**src/rtl/bpb_update_queue.sv**
```systemverilog
// bpb_update_queue
//   Circular queue between the dual-issue branch resolution side and the
//   single-write branch prediction buffer training port. It accepts up to two
//   resolved branches per cycle and drains one per cycle into the BPB. Draining
//   pauses while the BPB is stalled.
//
// Ports
//   clk            clock, all state updates on posedge
//   reset          asynchronous active-low reset
//   stall          BPB stalled; the head is held this cycle
//   in_valid[1:0]  per-slot resolved strobe, slot 0 older
//   in_pc          {slot1 pc, slot0 pc}
//   in_taken[1:0]  per-slot resolved direction
//   in_ready       at least two free entries
//   wen            head valid (BPB update request)
//   pc_commit      head PC
//   taken_commit   head direction
//   count          occupancy
//   drop_err       sticky, set when a cycle's push was discarded
//   stat_push      accepted-push counter (BPB_UPDQ_STATS_EN)
//   stat_taken     accepted-taken counter (BPB_UPDQ_STATS_EN)
//
// Optional feature macro: BPB_UPDQ_STATS_EN. When it is undefined, both stat
// outputs are tied to 0.
module bpb_update_queue #(
  parameter int DEPTH    = 8,
  parameter int PC_WIDTH = 32
) (
  input  logic                      clk,
  input  logic                      reset,
  input  logic                      stall,
  input  logic [1:0]                in_valid,
  input  logic [2*PC_WIDTH-1:0]     in_pc,
  input  logic [1:0]                in_taken,
  output logic                      in_ready,
  output logic                      wen,
  output logic [PC_WIDTH-1:0]       pc_commit,
  output logic                      taken_commit,
  output logic [$clog2(DEPTH):0]    count,
  output logic                      drop_err,
  output logic [15:0]               stat_push,
  output logic [15:0]               stat_taken
);

  localparam int AW = $clog2(DEPTH);
  localparam int CW = AW + 1;

  logic [PC_WIDTH-1:0] pc_mem [DEPTH];
  logic [DEPTH-1:0]    tk_mem;

  logic [AW-1:0] wptr_q, wptr_d, rptr_q, rptr_d;
  logic [CW-1:0] count_q, count_d;
  logic          drop_q, drop_d;

  logic          pop;
  logic [1:0]    n_push;
  logic [AW-1:0] wptr_s1;

  // in_ready is conservative: one free slot is not enough, because the
  // producer may present two entries without looking at in_valid.
  assign in_ready     = (count_q <= CW'(DEPTH - 2));
  assign wen          = (count_q != '0);
  assign pop          = wen & ~stall;
  assign n_push       = in_ready ? ({1'b0, in_valid[0]} + {1'b0, in_valid[1]}) : 2'd0;
  // Slot 1 follows slot 0 only when slot 0 is present; otherwise it takes the tail.
  assign wptr_s1      = wptr_q + AW'(in_valid[0]);

  assign pc_commit    = pc_mem[rptr_q];
  assign taken_commit = tk_mem[rptr_q];
  assign count        = count_q;
  assign drop_err     = drop_q;

  always_comb begin
    wptr_d  = wptr_q + AW'(n_push);
    rptr_d  = rptr_q + AW'(pop);
    count_d = count_q + CW'(n_push) - CW'(pop);
    drop_d  = drop_q | (~in_ready & (|in_valid));
  end

  always_ff @(posedge clk or negedge reset) begin
    if (!reset) begin
      wptr_q  <= '0;
      rptr_q  <= '0;
      count_q <= '0;
      drop_q  <= 1'b0;
    end else begin
      wptr_q  <= wptr_d;
      rptr_q  <= rptr_d;
      count_q <= count_d;
      drop_q  <= drop_d;
    end
  end

  // Entry storage is intentionally left out of reset.
  always_ff @(posedge clk) begin
    if (in_ready) begin
      if (in_valid[0]) begin
        pc_mem[wptr_q] <= in_pc[PC_WIDTH-1:0];
        tk_mem[wptr_q] <= in_taken[0];
      end
      if (in_valid[1]) begin
        pc_mem[wptr_s1] <= in_pc[2*PC_WIDTH-1:PC_WIDTH];
        tk_mem[wptr_s1] <= in_taken[1];
      end
    end
  end

`ifdef BPB_UPDQ_STATS_EN
  logic [15:0] stat_push_q, stat_taken_q;
  logic [1:0]  n_taken;

  assign n_taken = in_ready ? ({1'b0, in_valid[0] & in_taken[0]} +
                               {1'b0, in_valid[1] & in_taken[1]}) : 2'd0;

  always_ff @(posedge clk or negedge reset) begin
    if (!reset) begin
      stat_push_q  <= '0;
      stat_taken_q <= '0;
    end else begin
      stat_push_q  <= stat_push_q + 16'(n_push);
      stat_taken_q <= stat_taken_q + 16'(n_taken);
    end
  end

  assign stat_push  = stat_push_q;
  assign stat_taken = stat_taken_q;
`else
  assign stat_push  = '0;
  assign stat_taken = '0;
`endif

endmodule

```
**config.mk**
```make
export PLATFORM = sky130hd
export DESIGN_NAME = bpb_update_queue
export DESIGN_NICKNAME = d
export VERILOG_FILES = /design/src/rtl/bpb_update_queue.sv
export SDC_FILE = /design/constraint.sdc
export NUM_CORES = 1
export LEC_CHECK = 0
export ABC_CLOCK_PERIOD_IN_PS = 5300
export BUFFER_PORTS_ARGS = -buffer_cell sky130_fd_sc_hd__buf_2
export CORE_ASPECT_RATIO = 1.1
export CORE_MARGIN = 5
export CORE_UTILIZATION = 50
export DETAILED_ROUTE_END_ITERATION = 8
export GPL_TIMING_DRIVEN = 1
export PLACE_DENSITY = 0.69
export SETUP_SLACK_MARGIN = 0.3
export SKIP_LAST_GASP = 1
export SYNTH_ARGS = -nofsm -noshare
export SYNTH_HDL_FRONTEND = slang
export SYNTH_SLANG_ARGS = --single-unit
```
**constraint.sdc**
```tcl
create_clock -name clk -period 5.3 [get_ports clk]
set_input_delay 1.06 -clock clk [delete_from_list [all_inputs] [get_ports clk]]
set_output_delay 1.06 -clock clk [all_outputs]
set_load 0.05 [all_outputs]
```
==> impl_metrics.toml, run 1 <==
[cells_and_area]
fill_cells = 2266
nets = 1030
area_growth_pct = 11.1
antenna_cells = 0
postLayoutCellArea_um2 = 16300
post-route-util_pct = 56.6
drive_gt1_share_pct = 57.8

[grt]
globalRouteTotalUtil_pct = 19.7
grt_pass1_vias = 8423
grt_pass1_wl_mm = 50.6
grt-ovfl-total = 0
antenna_found_initial = 2
grt_max_degree = 37

[detailed_routing]
via_count = 7796
wire_per_inst_um = 24.3
dr.pass1.iters = 4
routed_wl_mm = 32.3
drc = 0
drtAntennaViolNets = 0
drtIter0Drc = 580
vias_per_cell = 5.87

[sta]
period_needed_ps = 4190
tightest_slew_ps = 1080
max_freq_ghz = 0.239
finalSetupTns_ps = 0
skew_ps = 12.0
rsz0062_at_grt = "false"
drv_slew = 0
setup_slack_ps = 1110
hold_viol = 0
period_share_pct = 79.1
maxSlewHeadroom_pct = 28.0
setup_violations = 0

[cts]
cts_buffers = 28
cts_tree = "done"
holdBufCountCts = 0
post-cts-setup-buffers = 0
clockBufferDepth = 3
cts.sinks = 275
clk-insertion-delay-late_ps = 530
path_clk_slew_ps = 60
htreeDepth = 1
cts_resized = 0
ctsRootBufferMaster = "clkbuf_16"

[critical_path]
arrival_ps = 3130
rrSetupSlack_ps = 1650
critPathMaxFanout = 15
r2r_end = "count[3]"
start_kind = "flip-flop"
end_kind = "primary output"
reg2reg_from = "count[3]"
cp-startpoint = "count[3]"
r2r_cells = 12
required_ps = 4240
worst-setup-path-type = "flip-flop to primary output"

[placed_design]
placed_cell_area_um2 = 15400
hpwl_mm = 19.1
place_congestion = 0.736
io_buffers = 110
pre_cts_slack_ps = 1450

[floorplan]
std_cell_rows = 65
die_w_um = 173
die_area_um2 = 32900
die_y_um = 190
core_um2 = 28800
pin_count = 143
initial_core_util_pct = 51.0

[pwr]
power_leakage_nw = 5.55
ir_drop_uv = 515
finalPower_mw = 9.45
power_density_nw_per_um2 = 579

[synth]
synth_cell_types = 45
synth_xor_area_share_pct = 0.486
synthMuxAreaShare_pct = 33.5
synthArstFlopShare_pct = 4.00
synthAdderAreaFrac_pct = 1.47
syn-instance-count = 833
syn-cell-area_um2 = 14700
synth_edf_count = 264
synthSimpleGateAreaFrac_pct = 2.98
synth_compound_area_share_pct = 0.878
synth-seq-area-share_pct = 55.9
synthFlopType = "edfxtp_1"
yosys-top-cells-count = "mux2_2 (279), edfxtp_1 (264), mux4_2 (66)"
synth.area.top_cells = "edfxtp_1 (54%), mux2_2 (21%), mux4_2 (10%), buf_6 (1.9%), dfrtp_1 (1.9%)"
yosysMostFrequentCell = "mux2_2"
yosys.area.top_type = "edfxtp_1"
yosysWarnings = 0
syn_area_per_cell_um2 = 17.6
synth_top_family_by_area = "multiplexers"
synth_seq_cells = 275
netlist.area_leader.share_pct = 54.0

[worst_hold_path]
hold_class = "input port to async pin"

[flow_run]
drv_cap = 0

[run_status]
outcome = "finished clean"
==> routing by layer <==
| layer | vias to the layer above | global-route usage [%] | share of wire [%] |
|---|---|---|---|
| li1 | 3504 | - | - |
| met1 | 4044 | 26.2 | 42 |
| met2 | 202 | 35.3 | 52 |
| met3 | 42 | 2.36 | 4.7 |
| met4 | 4 | 3.72 | 1.4 |
| met5 | - | 0 | 0.080 |
==> metrics by stage <==
stage,cells,hold WS [ps]
after floorplan,864,502
after global placement,1281,463
after detailed placement,1281,462
after CTS,1329,380
after global routing,1329,391
final,1329,387
==> state kept, by name, summed over array words and instances (netlist names) <==
name      count
tk_mem        8
pc_mem      256
wptr_q        3
rptr_q        3
count         4
drop_err      1
==> layout by cell type (no fill, tap or decap), types with 5 or more instances in the layout <==
| cell type | count |
|---|---|
| a21oi_1 | 6 |
| a21oi_4 | 5 |
| buf_2 | 110 |
| buf_4 | 19 |
| clkbuf_16 | 29 |
| clkinv_1 | 5 |
| clkinv_2 | 8 |
| conb_1 | 32 |
| dfrtp_1 | 8 |
| edfxtp_1 | 264 |
| ha_1 | 14 |
| inv_1 | 15 |
| mux2_1 | 10 |
| mux2_2 | 279 |
| mux2_4 | 10 |
| mux4_2 | 66 |
| nand2_1 | 5 |
| nor2_1 | 7 |
| nor4_4 | 8 |
==> critical path: stages, from the launching register on <==
cell and delay, ps:
dfrtp_1 390, inv_1 80, ha_1 210, and3_1 730, or2_2 490, inv_1 360
buf_2 320
==> final cells by class <==
class	count	area [µm²]	share of cell area [%]
flip-flops and latches	275	8210	50.4
inverters	15	56.3	0.345
clock buffers	32	737	4.52
repair buffers	132	753	4.62
well taps	368	460	2.82
multi-input cells	491	5960	36.6
clock inverters	16	128	0.783
==> kinds of logic after synthesis <==
kind of cell	Yosys count
flops	275
xor+xnor	6
mux	368
compound gates	20
simple gates	49
other cells	1
buf+inv	98
fa+ha+maj	16
==> power by group <==
part	switching (mW)	internal [mW]	total, mW
registers	0.374	3.05	3.43
clock network	0.814	1.08	1.90
logic	2.50	1.62	4.12
total	3.69	5.76	9.45
==> worst max-delay path by stage <==
stage                          to  slack (ps)  depth (start not counted)
detailed placement  pc_mem[1][21]        1450                          8
finish                   in_ready        1110                          6
global placement    pc_mem[1][11]        1500                          6
global route             in_ready         930                          6
CTS                      in_ready        1090                          6
floorplan            pc_mem[4][0]         800                          5
(Power assumes the default switching activity.)
==> run 2: changes to the inputs <==
Settings changed: ABC_CLOCK_PERIOD_IN_PS 5300 to 3700, PLACE_DENSITY 0.69 to 0.72.
Clock period 5.3 ns to 3.7 ns, I/O delays scaled along.
==> impl_metrics.toml, run 2 (same netlist as run 1, synthesis figures left out) <==
[run_status]
outcome = "finished clean"

[critical_path]
cpPeakStageDelay_ps = 410
crit_family = "buffers and inverters"
cp_slowest_cell = "dfrtp_2"
end_kind = "primary output"
required_ps = 2960
arrival_ps = 2500
r2r_end = "count[3]"
cp_num_buf_inv = 3
reg2reg_from = "count[2]"
worst-setup-path-type = "flip-flop to primary output"
critPathMaxFanout = 15
r2r_cells = 12
rrSetupSlack_ps = 680
start_kind = "flip-flop"
cp_cell_sequence = "ha_1 -> and3_1 -> buf_4 -> or2_2 -> clkinvlp_4 -> buf_2"

[placed_design]
pre_cts_slack_ps = 435
io_buffers = 110
place_congestion = 0.755
hpwl_mm = 18.9

[floorplan]
initial_core_util_pct = 51.0
die_y_um = 190
die_area_um2 = 32900
pin_count = 143
std_cell_rows = 65
core_um2 = 28800
die_w_um = 173

[sta]
period_share_pct = 87.4
maxSlewHeadroom_pct = 57.3
max_freq_ghz = 0.309
setup_slack_ps = 465
hold_viol = 0
drv_slew = 0
setup_violations = 0
tightest_slew_ps = 640
hold_ws_ps = 77.9
rsz0062_at_grt = "false"
skew_ps = 11.4
period_needed_ps = 3240
finalSetupTns_ps = 0

[cells_and_area]
area_growth_pct = 12.6
nets = 1043
drive_gt1_share_pct = 58.3
mostFrequentLayoutCell = "mux2_2"
largest_register_ffs = 256
largest_register = "pc_mem"
layout_common_cells = "mux2_2 (279), edfxtp_1 (264), buf_2 (110), mux4_2 (66), conb_1 (32)"

[pwr]
power_leakage_nw = 5.61
combPwrFrac_pct = 46.4
swShare_pct = 38.9
ir_drop_uv = 613
power_frac_clock_pct = 18.9
power_density_nw_per_um2 = 824
p_sw_mw = 5.30
internal_power_mw = 8.31
p_seq_share_pct = 34.6

[detailed_routing]
via_count = 7836
vias_per_cell = 5.83
routed_wl_mm = 31.8
dr.pass1.iters = 4
drtIter0Drc = 502
wire_per_inst_um = 23.6
drc = 0
drtAntennaViolNets = 0

[cts]
cts.sinks = 275
cts_resized = 0
cts_buffers = 28
path_clk_slew_ps = 60
htreeDepth = 1
cts_tree = "done"
clockBufferDepth = 3
clk-insertion-delay-late_ps = 540
ctsRootBufferMaster = "clkbuf_16"
holdBufCountCts = 0

[grt]
globalRouteTotalUtil_pct = 19.4
grt_pass1_vias = 8467
antenna_found_initial = 6
grt_max_degree = 33
grt-ovfl-total = 0
grt_pass1_wl_mm = 50.0

[flow_run]
drv_cap = 0

[worst_hold_path]
hold_class = "input port to async pin"
-- run 2: cell type report --
class                   count  area, µm²
fillers                  2236      12300
flip-flops and latches    275       8210
multi-input cells         491       5960
repair buffers            145       1000
clock buffers              35        748
well taps                 368        460
clock inverters            15       75.1
inverters                  15       60.1
diodes                      1       2.50
-- run 2: worst max-delay path by stage --
stage,from,endpoint,cells after the start
2_1_floorplan,in_valid[0],pc_mem[6][0],7
3_3_place_gp,in_valid[0],pc_mem[4][17],7
3_5_place_dp,in_valid[0],pc_mem[0][31],8
4_1_cts,rptr_q[0],pc_commit[27],4
5_1_grt,count[3],in_ready,7
6_report,count[2],in_ready,6
-- run 2: stage by stage --
step | area [µm²] | util, % | power (mW) | std cells
floorplan | 14800 | - | 9.54 | 864
global placement | 15700 | 54.4 | 11.0 | 1290
CTS | 16500 | 57.3 | 13.7 | 1341
global route | 16500 | 57.4 | 14.3 | 1345
finish | 16500 | 57.4 | 13.6 | 1345
detailed placement | 15700 | 54.4 | 11.1 | 1290
-- run 2: worst register-to-register path, stage by stage, from the launching register on --
cell and delay, ps:
dfrtp_2 410, ha_1 250, and3_1 190, buf_4 200, or2_2 350, clkinvlp_4 250, nand2_2 130, ha_1 340
inv_1 50, ha_1 280, a21o_1 170, a21oi_1 170, xor2_1 150
-- run 2: metal layers --
| metal | up-vias | GRT usage [%] | routed length, µm |
|---|---|---|---|
| met4 | 10 | 3.84 | 432 |
| met5 | - | 0 | 48 |
| li1 | 3537 | - | - |
| met2 | 216 | 34.1 | 16300 |
| met1 | 4036 | 25.8 | 13100 |
| met3 | 37 | 3.00 | 1900 |
-- run 2: what timing repair did --
action / 4_1_cts / 5_1_grt
setup buffers: 1 / 3
pin swaps: 0 / 1
endpoints found under the setup margin: 25 / 6
-- run 2: power by group through the flow --
stage / clock network (mW) / logic (mW) / registers, mW
final: 2.58 / 6.32 / 4.71
after global routing: 2.78 / 6.73 / 4.77
after CTS: 2.63 / 6.36 / 4.75
after detailed placement: 0 / 6.26 / 4.86
after global placement: 0 / 6.21 / 4.84
after floorplan: 0 / 4.89 / 4.65
